[src/rtl/dca_matrix_lsu_responder.sv]
// -----------------------------------------------------------------------------
// dca_matrix_lsu_responder
//
// Turns one matrix LSU instruction {block_info, opcode} into a sequence of
// row requests (base address + row * stride), then counts row completions and
// returns a one-cycle inst_done credit once every row has been answered.
//
// Ports
//   clk          : single clock, rising edge
//   rstnn        : synchronous active-low reset
//   clear        : synchronous soft clear, same effect as reset
//   enable       : when low all state and counters hold, no requests issued
//   inst_valid   : instruction offered
//   inst_ready   : instruction can be accepted (IDLE & enable)
//   inst         : {block_info, opcode}
//   mreq_valid   : row request valid
//   mreq_ready   : row request accepted
//   mreq_write   : 1 = write row, 0 = read row
//   mreq_addr    : row base address
//   mrsp_valid   : one pulse per completed row
//   inst_done    : one-cycle pulse per completed instruction
//   busy         : FSM not in IDLE
//   opcode_err   : sticky illegal-opcode flag (only with the macro below)
//
// Configuration
//   DCA_MATRIX_LSU_RESPONDER_OPCODE_CHECK_EN
//     defined   : illegal opcodes set opcode_err, issue no rows, pulse inst_done
//     undefined : no opcode_err port; any opcode other than WRITE runs as READ
// -----------------------------------------------------------------------------

// Field layout of block_info and the LSU instruction word. Guarded so that a
// project-wide dca_matrix_info.vh, if already included, takes precedence.
`ifndef DCA_MATRIX_INFO_VH
`define DCA_MATRIX_INFO_VH
`define BW_DCA_MATRIX_INFO                 80
`define DCA_MATRIX_INFO_ADDRESS_RANGE      31:0
`define DCA_MATRIX_INFO_STRIDE_SIZE_RANGE  63:32
`define DCA_MATRIX_INFO_NUM_ROW_RANGE      79:64
`endif

`ifndef DCA_MATRIX_LSU_INST_VH
`define DCA_MATRIX_LSU_INST_VH
`define BW_DCA_MATRIX_LSU_INST_OPCODE      2
`define BW_DCA_MATRIX_LSU_INST             82
`define DCA_MATRIX_LSU_INST_OPCODE_READ    2'd1
`define DCA_MATRIX_LSU_INST_OPCODE_WRITE   2'd2
`endif

module dca_matrix_lsu_responder #(
    parameter int unsigned MATRIX_SIZE_PARA = 8
) (
    input  logic                               clk,
    input  logic                               rstnn,
    input  logic                               clear,
    input  logic                               enable,
    input  logic                               inst_valid,
    output logic                               inst_ready,
    input  logic [`BW_DCA_MATRIX_LSU_INST-1:0] inst,
    output logic                               mreq_valid,
    input  logic                               mreq_ready,
    output logic                               mreq_write,
    output logic [31:0]                        mreq_addr,
    input  logic                               mrsp_valid,
    output logic                               inst_done,
    output logic                               busy
`ifdef DCA_MATRIX_LSU_RESPONDER_OPCODE_CHECK_EN
    ,
    output logic                               opcode_err
`endif
);

    localparam int unsigned CNT_W = MATRIX_SIZE_PARA + 1;

    localparam logic [1:0] ST_IDLE  = 2'd0;
    localparam logic [1:0] ST_ISSUE = 2'd1;
    localparam logic [1:0] ST_DRAIN = 2'd2;

    // ------------------------------------------------------------------
    // Instruction decode
    // ------------------------------------------------------------------
    logic [`BW_DCA_MATRIX_INFO-1:0]           w_block_info;
    logic [`BW_DCA_MATRIX_LSU_INST_OPCODE-1:0] w_opcode;
    logic [31:0]                              w_inst_addr;
    logic [31:0]                              w_inst_stride;
    logic [CNT_W-1:0]                         w_inst_num_row;
    logic                                     w_opcode_legal;

    assign w_block_info   = inst[`BW_DCA_MATRIX_LSU_INST-1:`BW_DCA_MATRIX_LSU_INST_OPCODE];
    assign w_opcode       = inst[`BW_DCA_MATRIX_LSU_INST_OPCODE-1:0];
    assign w_inst_addr    = w_block_info[`DCA_MATRIX_INFO_ADDRESS_RANGE];
    assign w_inst_stride  = w_block_info[`DCA_MATRIX_INFO_STRIDE_SIZE_RANGE];
    assign w_inst_num_row = CNT_W'(w_block_info[`DCA_MATRIX_INFO_NUM_ROW_RANGE]);

`ifdef DCA_MATRIX_LSU_RESPONDER_OPCODE_CHECK_EN
    assign w_opcode_legal = (w_opcode == `DCA_MATRIX_LSU_INST_OPCODE_READ) |
                            (w_opcode == `DCA_MATRIX_LSU_INST_OPCODE_WRITE);
`else
    assign w_opcode_legal = 1'b1;
`endif

    // ------------------------------------------------------------------
    // State
    // ------------------------------------------------------------------
    logic [1:0]                                r_state;
    logic [31:0]                               r_addr;
    logic [31:0]                               r_stride;
    logic [CNT_W-1:0]                          r_num_row;
    logic [`BW_DCA_MATRIX_LSU_INST_OPCODE-1:0] r_opcode;
    logic [CNT_W-1:0]                          r_issue_cnt;
    logic [CNT_W-1:0]                          r_rsp_cnt;
    logic                                      r_done;

    logic [1:0]                                w_state_nxt;
    logic [31:0]                               w_addr_nxt;
    logic [31:0]                               w_stride_nxt;
    logic [CNT_W-1:0]                          w_num_row_nxt;
    logic [`BW_DCA_MATRIX_LSU_INST_OPCODE-1:0] w_opcode_nxt;
    logic [CNT_W-1:0]                          w_issue_cnt_nxt;
    logic [CNT_W-1:0]                          w_rsp_cnt_nxt;
    logic                                      w_done_nxt;
    logic                                      w_err_set;

    // ------------------------------------------------------------------
    // Handshakes and datapath
    // ------------------------------------------------------------------
    logic        w_live;
    logic        w_accept;
    logic        w_req_hs;
    logic        w_rsp;
    logic [CNT_W-1:0] w_rsp_cnt_inc;
    logic        w_last_issue;
    logic        w_all_rsp;
    logic [31:0] w_issue_cnt_ext;

    // Gate handshake outputs with reset/clear so nothing looks accepted in a
    // cycle that is about to be wiped.
    assign w_live     = rstnn & ~clear;
    assign inst_ready = (r_state == ST_IDLE) & enable & w_live;
    assign mreq_valid = (r_state == ST_ISSUE) & enable & w_live;

    assign w_accept   = inst_valid & inst_ready;
    assign w_req_hs   = mreq_valid & mreq_ready;
    // Responses only count while an instruction is in flight.
    assign w_rsp      = mrsp_valid & (r_state != ST_IDLE) & enable;

    assign w_rsp_cnt_inc = r_rsp_cnt + CNT_W'(w_rsp);
    assign w_last_issue  = (r_issue_cnt == (r_num_row - CNT_W'(1)));
    assign w_all_rsp     = (w_rsp_cnt_inc == r_num_row);

    assign w_issue_cnt_ext = 32'(r_issue_cnt);
    assign mreq_addr       = r_addr + (w_issue_cnt_ext * r_stride);
    assign mreq_write      = (r_opcode == `DCA_MATRIX_LSU_INST_OPCODE_WRITE);

    assign inst_done = r_done;
    assign busy      = (r_state != ST_IDLE);

    // ------------------------------------------------------------------
    // Next-state logic
    // ------------------------------------------------------------------
    always_comb begin
        w_state_nxt     = r_state;
        w_addr_nxt      = r_addr;
        w_stride_nxt    = r_stride;
        w_num_row_nxt   = r_num_row;
        w_opcode_nxt    = r_opcode;
        w_issue_cnt_nxt = r_issue_cnt;
        w_rsp_cnt_nxt   = r_rsp_cnt;
        // inst_done is a credit pulse: it drops after one cycle even while
        // enable is low, so a stall cannot duplicate the credit.
        w_done_nxt      = 1'b0;
        w_err_set       = 1'b0;

        if (enable) begin
            unique case (r_state)
                ST_IDLE: begin
                    if (w_accept) begin
                        w_addr_nxt      = w_inst_addr;
                        w_stride_nxt    = w_inst_stride;
                        w_num_row_nxt   = w_inst_num_row;
                        w_opcode_nxt    = w_opcode;
                        w_issue_cnt_nxt = '0;
                        w_rsp_cnt_nxt   = '0;
                        if (!w_opcode_legal) begin
                            w_err_set  = 1'b1;
                            w_done_nxt = 1'b1;
                        end else if (w_inst_num_row == '0) begin
                            w_done_nxt = 1'b1;
                        end else begin
                            w_state_nxt = ST_ISSUE;
                        end
                    end
                end

                ST_ISSUE: begin
                    w_rsp_cnt_nxt = w_rsp_cnt_inc;
                    if (w_req_hs) begin
                        w_issue_cnt_nxt = r_issue_cnt + CNT_W'(1);
                        if (w_last_issue) begin
                            // Responses may already have caught up with the
                            // last request; skip DRAIN in that case.
                            if (w_all_rsp) begin
                                w_state_nxt = ST_IDLE;
                                w_done_nxt  = 1'b1;
                            end else begin
                                w_state_nxt = ST_DRAIN;
                            end
                        end
                    end
                end

                ST_DRAIN: begin
                    w_rsp_cnt_nxt = w_rsp_cnt_inc;
                    if (w_all_rsp) begin
                        w_state_nxt = ST_IDLE;
                        w_done_nxt  = 1'b1;
                    end
                end

                default: begin
                    w_state_nxt = ST_IDLE;
                end
            endcase
        end
    end

    // ------------------------------------------------------------------
    // Registers
    // ------------------------------------------------------------------
    always_ff @(posedge clk) begin
        if (!rstnn || clear) begin
            r_state     <= ST_IDLE;
            r_addr      <= '0;
            r_stride    <= '0;
            r_num_row   <= '0;
            r_opcode    <= '0;
            r_issue_cnt <= '0;
            r_rsp_cnt   <= '0;
            r_done      <= 1'b0;
        end else begin
            r_state     <= w_state_nxt;
            r_addr      <= w_addr_nxt;
            r_stride    <= w_stride_nxt;
            r_num_row   <= w_num_row_nxt;
            r_opcode    <= w_opcode_nxt;
            r_issue_cnt <= w_issue_cnt_nxt;
            r_rsp_cnt   <= w_rsp_cnt_nxt;
            r_done      <= w_done_nxt;
        end
    end

`ifdef DCA_MATRIX_LSU_RESPONDER_OPCODE_CHECK_EN
    logic r_opcode_err;

    always_ff @(posedge clk) begin
        if (!rstnn || clear) begin
            r_opcode_err <= 1'b0;
        end else if (w_err_set) begin
            r_opcode_err <= 1'b1;
        end
    end

    assign opcode_err = r_opcode_err;
`else
    // Without opcode checking every opcode is executable.
    logic w_unused_err_set;
    assign w_unused_err_set = w_err_set;
`endif

endmodule
[config.mk]
export PLATFORM = sky130hd
export DESIGN_NAME = dca_matrix_lsu_responder
export DESIGN_NICKNAME = d
export VERILOG_FILES = /design/src/rtl/dca_matrix_lsu_responder.sv
export SDC_FILE = /design/constraint.sdc
export NUM_CORES = 1
export LEC_CHECK = 0
export CAP_MARGIN = 20
export CORE_MARGIN = 5
export CORE_UTILIZATION = 70
export DETAILED_ROUTE_END_ITERATION = 8
export DONT_BUFFER_PORTS = 1
export GPL_ROUTABILITY_DRIVEN = 0
export PLACE_DENSITY_LB_ADDON = 0.08
export SLEW_MARGIN = 40
export SYNTH_ARGS = -nofsm -noshare
export SYNTH_HDL_FRONTEND = slang
export SYNTH_SLANG_ARGS = --single-unit
[constraint.sdc]
create_clock -name clk -period 9.85 [get_ports clk]
set_clock_uncertainty 0.1 [all_clocks]
set_input_delay 0.985 -clock clk [delete_from_list [all_inputs] [get_ports clk]]
set_output_delay 0.985 -clock clk [all_outputs]
set_load 0.005 [all_outputs]
==> results of run 1 <==
power by group:
group          switching, mW  internal [mW]  total, mW
Combinational         0.0221        0.00932     0.0314
Sequential           0.00437          0.390      0.395
Clock                  0.185          0.205      0.390
tightest hold or removal path: cells and delay by family (launching register included):
family / cells / cell delay (ns)
compound gates: 1 / 0.05
flops: 1 / 0.31
simple gates: 1 / 0.05
area by class of cell:
cell class,instances,area share
inverters,236,0.07020
flip-flops and latches,96,0.1523
clock buffers,9,0.01785
well taps,225,0.02231
clock inverters,7,0.007833
multi-input cells,1062,0.7199
repair buffers,14,0.009617
sequential cells by signal, indices dropped and copies added (netlist names):
| signal | cells |
|---|---|
| r_opcode | 2 |
| r_addr | 32 |
| r_stride | 32 |
| r_state | 2 |
| r_rsp_cnt | 9 |
| r_issue_cnt | 9 |
| r_num_row | 9 |
| inst_done | 1 |
through the flow:
step / cell area (um2) / utilization / power (mW)
after floorplan: 12210 / - / 0.4269
after global placement: 12270 / 0.7120 / 0.4335
after detailed placement: 12300 / 0.7133 / 0.4349
after CTS: 12620 / 0.7321 / 0.8219
after global routing: 12620 / 0.7321 / 0.8431
final: 12620 / 0.7321 / 0.8164
cells in the final DEF, fill, tap and decap left out, types with 8 or more instances in the layout:
master / synthesis / final
a21o_1: 8 / 8
a21oi_1: 113 / 113
and2_1: 139 / 138
and3_1: 10 / 10
buf_4: 0 / 12
clkbuf_16: 0 / 9
dfxtp_1: 96 / 96
fa_1: 206 / 206
ha_1: 55 / 55
inv_1: 236 / 236
nand2_1: 302 / 301
nand3_1: 17 / 17
nor2_1: 34 / 34
o21ai_0: 25 / 25
xnor2_1: 48 / 48
xor2_1: 27 / 27
path summary, 6_finish.rpt:
| path | cells past startpoint | startpoint | end |
|---|---|---|---|
| worst max register to register | 13 | r_state[0] | r_state[1] |
| worst max-delay path | 19 | r_issue_cnt[0] | mreq_addr[30] |
| worst min register to register | 2 | r_addr[20] | r_addr[20] |
| worst min-delay path | 2 | r_addr[20] | r_addr[20] |
metal layers:
| metal | GRT usage | vias up | wire (um) |
|---|---|---|---|
| met4 | 0.08384 | 0 | 656 |
| met1 | 0.3666 | 4615 | 10950 |
| met2 | 0.4845 | 315 | 13380 |
| met3 | 0.04133 | 59 | 1505 |
| met5 | 0 | - | 0 |
| li1 | - | 4376 | - |
logic make-up (layout without fill, tap and decap cells):
group / after synthesis / in the layout / share of synthesized area
mux: 2 / 2 / 0.001639
compound gates: 184 / 184 / 0.08595
xor+xnor: 75 / 75 / 0.05378
simple gates: 540 / 540 / 0.2081
buf+inv: 321 / 266 / 0.09926
fa+ha+maj: 261 / 261 / 0.3940
flops: 96 / 96 / 0.1573
==> impl_metrics.tcl, run 1 <==
set metrics [dict create \
    clk_latency_ns 0.36 \
    avgSynthCellArea_um2 8.258 \
    p_per_area_mw_per_mm2 64.70 \
    portBuffers 0 \
    crit_path_end_kind "output pin" \
    max-slew-margin-rel 0.4856 \
    multiInputGateArea_mm2 0.009085 \
    tns_ns 0 \
    startpoint_type "register" \
    via_per_inst 5.679 \
    post-place-ws_ns 2.138 \
    path_common_cell "fa_1" \
    wl_per_cell_um 16.06 \
    worstSetupPathType "register to output pin" \
    netlist_area_mm2 0.01221 \
    synth_ff_type "dfxtp_1" \
    fin_ws_ns 1.677 \
    coreArea_mm2 0.01724 \
    clkTransAtPathRegs_ns 0.08 \
    grt_max_degree 85 \
    ys_warn_count 0 \
    postSynthCellCount 1479 \
    area.sequential_mm2 0.001922 \
    cts_buffers 9 \
    critPathTopFamily "adder cells" \
    antennaDiodeCount 0 \
    synth_top_area_share 0.3376 \
    worstPathRequired_ns 8.77 \
    hpwl_um 20200 \
    grtUsageTotal 0.2797 \
    reg2reg_slack_ns 6.26 \
    tritoncts "built" \
    std_cell_rows 48 \
    instances_no_fill 1649 \
    rsz0062_at_grt "no" \
    vias 9365 \
    slowest_delay_ns 0.80 \
    crit_arrival_ns 7.09 \
    cts_buffer_depth 2 \
    dieHeight_um 142.1 \
    maxCapViolCount 0 \
    peakVddDrop_v 0.00008790 \
    grt_pass1_vias 9670 \
    max_freq_mhz 122.4 \
    synth-edff-count 0 \
    drt_wl_total_um 26490 \
    htree_levels 3 \
    leakage_nw 5.986 \
    yosysUniqueCellTypes 56 \
    synth_most_common_cell "nand2_1" \
    ant_nets 0 \
    timing.hold.ws_ns 0.3554 \
    final_net_count 1769 \
    cts_sinks 96 \
    cp.buffers_inverters 3 \
    synth_area_leader_cell "fa_1" \
    yosys-top-cells-area "fa_1, dfxtp_1, nand2_1, inv_1, and2_1" \
    synth_commonest_cells "nand2_1, inv_1, fa_1" \
    start_util 0.7086 \
    dr.pass1.iters 6 \
    die_x_um 142.1 \
    outcome "completed" \
    drive_gt1_frac 0.02598 \
    hold_viol 0 \
    synth-seq-cells 96 \
    cp_max_fo 20 \
    synthToLayoutAreaGrowth_pct 3.319 \
    hp-class "register to register" \
    io_pins 126 \
    slew_violations 0 \
    cts_root_buf "clkbuf_16" \
    postSynth.asyncResetShare 0 \
    period_needed_ns 8.173 \
    yosysSeqAreaShare 0.1573 \
    holdBufCountCts 0 \
    post_cts_buffers 0 \
    placed_cells 1633 \
    cts_resized 0 \
    grt_pass1_wl_um 45960 \
    crit_slowest_cell "dfxtp_1" \
    drtIter0Drc 523 \
    syn_nets 1829 \
    fillerInstances 1364 \
    grt_overflow 0 \
    design.die.area_mm2 0.02019 \
    antenna_found_initial 0 \
    crit_chain "nand2_1, fa_1, inv_1, fa_1, fa_1, fa_1, inv_1, fa_1, inv_1, ha_1, a21oi_1, a21boi_1, o221ai_1, o211ai_1, o31ai_1, o211ai_1, a31o_2, a311oi_1, xnor2_1" \
    worst_pin_slew_ns 0.7715 \
    drcViolationCount 0 \
    fin_crit_sh 0.8298 \
    setup_viol 0 \
]
Note: power is estimated with default switching activity, not from simulation.
==> run 2, diff against run 1 <==
- CORE_UTILIZATION: 70 -> 60
- clock period: 9.85 -> 7.4 ns (I/O delays scaled with it)
==> run 2 against run 1 <==
- routed wire length grew 2.3%
- setup slack lost 1.3 ns
- critical endpoint is now mreq_addr[28]
- critical path type unchanged
- global-route usage shrank 4.0 points
- design area grew 1.5%
- power grew 33%
- highest routed layer unchanged
- largest power group unchanged
==> impl_metrics.tcl, run 2 (synthesis results as in run 1) <==
set metrics [dict create \
    clkTransAtPathRegs_ns 0.07 \
    slew_violations 0 \
    die_x_um 152.7 \
    p_per_area_mw_per_mm2 84.92 \
    slowest_delay_ns 0.56 \
    grtUsageTotal 0.2399 \
    cts_buffers 9 \
    setup_viol 0 \
    antenna_found_initial 0 \
    path_common_cell "fa_1" \
    hpwl_um 20850 \
    drtIter0Drc 532 \
    design.die.area_mm2 0.02331 \
    drt_wl_total_um 27100 \
    drcViolationCount 0 \
    std_cell_rows 52 \
    fillerInstances 1845 \
    period_needed_ns 7.041 \
    grt_pass1_vias 9318 \
    io_pins 126 \
    antennaDiodeCount 0 \
    cp_max_fo 10 \
    clk_latency_ns 0.37 \
    total_power_mw 1.088 \
    grt_max_degree 85 \
    startpoint_type "register" \
    critPathTopFamily "adder cells" \
    worst_pin_slew_ns 0.7572 \
    crit_chain "nand2_1, fa_1, inv_1, fa_1, fa_1, fa_1, inv_1, fa_1, inv_1, ha_1, o21ai_0, o21ai_0, o2111ai_1, o211ai_1, o31ai_1, buf_4, o211ai_1, a31o_2, or4b_1, nand4b_1" \
    grt_pass1_wl_um 46060 \
    max-slew-margin-rel 0.4952 \
    dr.pass1.iters 5 \
    peakVddDrop_v 0.0001046 \
    cp.buffers_inverters 4 \
    cts_root_buf "clkbuf_16" \
    worstPathRequired_ns 6.56 \
    via_per_inst 5.397 \
    fin_crit_sh 0.9515 \
    final_common_cell "nand2_1" \
    crit_slowest_cell "fa_1" \
    synthToLayoutAreaGrowth_pct 4.906 \
    cts_sinks 96 \
    wl_per_cell_um 15.89 \
    outcome "completed" \
    crit_path_end_kind "output pin" \
    drive_gt1_frac 0.04944 \
    tns_ns 0 \
    final_cell_mix "nand2_1, inv_1, fa_1, and2_1, a21oi_1" \
    hp-class "register to register" \
    worstSetupPathType "register to output pin" \
    ant_nets 0 \
    dieHeight_um 152.7 \
    rsz0062_at_grt "no" \
    hold_viol 0 \
    vias 9207 \
    final_net_count 1781 \
    start_util 0.6056 \
    top_regs "r_addr (32), r_stride (32)" \
    crit_arrival_ns 6.20 \
    htree_levels 3 \
    timing.hold.ws_ns 0.3557 \
    maxCapViolCount 0 \
    reg2reg_slack_ns 3.85 \
    grt_overflow 0 \
    max_freq_mhz 142.0 \
    coreArea_mm2 0.02017 \
    tritoncts "built" \
    cts_buffer_depth 2 \
    leakage_nw 6.056 \
    portBuffers 0 \
]
## run 2: changes by cell type in the layout (fill, tap and decap cells not counted), moves of 2 or more
cell / before / now
dfxtp_4: 0 / 4
dfxtp_2: 0 / 14
buf_4: 12 / 21
clkinv_8: 2 / 0
dfxtp_1: 96 / 78
buf_6: 1 / 4
## run 2: stage by stage
stage	utilization	std cells	setup WS, ns	area [um2]
after CTS	0.6312	1704	0.0009543	12730
after global placement	0.6153	1688	0.3844	12410
after detailed placement	0.6157	1688	0.3562	12420
after global routing	0.6353	1706	0.02776	12810
after floorplan	-	1479	0.8003	12210
final	0.6353	1706	0.3592	12810
## run 2: final cells by class
cell class	instances	area, um2	share of cell area
Multi-Input combinational cell	1062	9109	0.7109
Sequential cell	96	1954	0.1525
Inverter	236	885.9	0.06913
Tap cell	270	337.8	0.02636
Clock buffer	9	225.2	0.01758
Timing Repair Buffer	26	217.7	0.01699
Clock inverter	7	83.83	0.006542
## run 2: repair_timing
item	4_1_cts	5_1_grt
resized for setup	3	28
setup buffers	0	2
endpoints found under the setup margin	2	4
pin swaps	0	2
hold buffers	0	0
cloned	0	0
## run 2: power by group
part	internal, mW	switching (mW)
sequential	0.518	0.00534
clock	0.270	0.253
combinational	0.0124	0.0298
## run 2: final timing paths
kind,startpoint,end,cells past startpoint
worst max-delay path,r_stride[12],mreq_addr[28],20
worst min-delay path,r_addr[21],r_addr[21],2
worst max register to register,r_state[1],r_state[1],13
worst min register to register,r_addr[21],r_addr[21],2
## run 2: worst min-delay path, delay by kind of cell, from the launching register on
| family | cells | cell delay [ns] |
|---|---|---|
| flip-flops | 1 | 0.31 |
| AND/OR/NAND/NOR | 1 | 0.05 |
| AO/OA/AOI/OAI | 1 | 0.05 |
## run 2: metal layers
layer	vias to the layer above	wire length [um]	part of all wire	global-route usage
met5	-	0	0	0
met4	0	330	0.012	0.04582
met3	25	1136	0.042	0.04118
met2	193	14070	0.52	0.4291
met1	4587	11570	0.43	0.3093
li1	4402	-	-	-
==> run 3, diff against run 2 <==
- MAX_ROUTING_LAYER: default -> met4
==> run 3 against run 2 <==
- first-iteration DRC count shrank 6.0%
- cell count is the same
- sequential power is essentially flat
- setup slack lost 0.025 ns
- maximum frequency shrank 0.36%
- register-to-register slack is essentially flat
- utilization is the same
- non-clock buffer count is the same
- critical path type unchanged
==> impl_metrics.tcl, run 3 (synthesis results as in run 1) <==
set metrics [dict create \
    drive_gt1_frac 0.04944 \
    area.sequential_mm2 0.001954 \
    grt_overflow 0 \
    slew_violations 0 \
    startpoint_type "register" \
    tritoncts "built" \
    hold_start "r_addr[29]" \
    final_net_count 1781 \
    final_cell_mix "nand2_1, inv_1, fa_1, and2_1, a21oi_1" \
    dr.pass1.iters 4 \
    antennaDiodeCount 0 \
    rsz0062_at_grt "no" \
    peakVddDrop_v 0.0001042 \
    ant_nets 0 \
    worstPathRequired_ns 6.56 \
    cts_buffer_depth 2 \
    grt_pass1_wl_um 46090 \
    reg2reg_from "r_state[1]" \
    cts_buffers 9 \
    io_pins 126 \
    outcome "completed" \
    reg2reg_slack_ns 3.84 \
    std_cell_rows 52 \
    r2r_cells 13 \
    cts_sinks 96 \
    tns_ns 0 \
    drcViolationCount 0 \
    hpwl_um 20850 \
    coreArea_mm2 0.02017 \
    portBuffers 0 \
    crit_arrival_ns 6.23 \
    worst_pin_slew_ns 0.7678 \
    maxCapViolCount 0 \
    fin_crit_sh 0.9549 \
    cts_root_buf "clkbuf_16" \
    drt_wl_total_um 27150 \
    multiInputGateArea_mm2 0.009109 \
    die_x_um 152.7 \
    dieHeight_um 152.7 \
    top_regs "r_addr (32), r_stride (32)" \
    p_per_area_mw_per_mm2 84.79 \
    hold_end "r_addr[29]" \
    setup_viol 0 \
    clkTransAtPathRegs_ns 0.08 \
    period_needed_ns 7.066 \
    hp-class "register to register" \
    grt_max_degree 85 \
    wl_per_cell_um 15.91 \
    holdPathStages 2 \
    synthToLayoutAreaGrowth_pct 4.906 \
    drtIter0Drc 500 \
    crit_path_start "r_stride[3]" \
    antenna_found_initial 0 \
    leakage_nw 6.056 \
    start_util 0.6056 \
    max_freq_mhz 141.5 \
    htree_levels 3 \
    clk_latency_ns 0.36 \
    design.die.area_mm2 0.02331 \
    hold_viol 0 \
    worstSetupPathType "register to output pin" \
    r2r_end "r_state[1]" \
    grtUsageTotal 0.2470 \
    vias 9226 \
    final_common_cell "nand2_1" \
    cp_max_fo 10 \
    timing.hold.ws_ns 0.3552 \
    max-slew-margin-rel 0.4881 \
    post-place-ws_ns 0.3562 \
    fillerInstances 1845 \
    grt_pass1_vias 9310 \
    crit_path_end_kind "output pin" \
    fin_ws_ns 0.3340 \
    via_per_inst 5.408 \
]
[run 3: area by class of cell]
| type | instances | share of cell area |
|---|---|---|
| Clock buffer | 9 | 0.01758 |
| Clock inverter | 7 | 0.006542 |
| Inverter | 236 | 0.06913 |
| Multi-Input combinational cell | 1062 | 0.7109 |
| Sequential cell | 96 | 0.1525 |
| Tap cell | 270 | 0.02636 |
| Timing Repair Buffer | 26 | 0.01699 |
[run 3: per-stage QoR]
| step | utilization | instances | power, mW | area [um2] |
|---|---|---|---|---|
| 2_1_floorplan | - | 1479 | 0.5683 | 12210 |
| 3_3_place_gp | 0.6153 | 1688 | 0.5783 | 12410 |
| 3_5_place_dp | 0.6157 | 1688 | 0.5793 | 12420 |
| 4_1_cts | 0.6312 | 1704 | 1.099 | 12730 |
| 5_1_grt | 0.6353 | 1706 | 1.122 | 12810 |
| 6_report | 0.6353 | 1706 | 1.086 | 12810 |
[run 3: power breakdown]
part	internal (mW)	switching (mW)	leakage (nW)	total (mW)
registers	0.518	0.00531	0.784	0.523
clock network	0.270	0.251	0.149	0.521
logic	0.0124	0.0299	5.12	0.0423
total	0.800	0.286	6.06	1.09
[run 3: worst max path at each step]
stage / endpoint / slack [ns] / cells after the start
after floorplan: mreq_addr[28] / 0.80 / 21
after detailed placement: mreq_addr[30] / 0.36 / 21
after global routing: mreq_addr[28] / 0.03 / 21
after global placement: mreq_addr[30] / 0.38 / 21
final: mreq_addr[29] / 0.33 / 21
after CTS: mreq_addr[30] / 0.001 / 20
[run 3: critical path: stages (launching register included)]
cell	delay (ns)
dfxtp_1	0.54
nand2_1	0.12
fa_1	0.47
fa_1	0.55
inv_1	0.05
fa_1	0.44
fa_1	0.49
inv_1	0.05
fa_1	0.47
inv_1	0.04
ha_1	0.33
a2111oi_0	0.42
o21ai_1	0.23
nand3_1	0.21
a211oi_1	0.11
buf_4	0.17
a41oi_1	0.31
o21ai_0	0.23
a21o_1	0.21
a21oi_1	0.16
xnor2_1	0.14
buf_4	0.13
[run 3: layer usage]
layer | vias up | global-route usage | routed length (um)
met4 | 0 | 0.04709 | 323
met5 | - | - | 0
li1 | 4395 | - | -
met1 | 4613 | 0.3117 | 11520
met2 | 193 | 0.4291 | 14180
met3 | 25 | 0.03607 | 1129
[run 3: repair_timing]
| action | CTS | global route |
|---|---|---|
| endpoints found under the setup margin | 2 | 4 |
| buffers inserted | 0 | 2 |
| gates resized for setup | 3 | 28 |
| hold buffers | 0 | 0 |
| pin swaps | 0 | 2 |
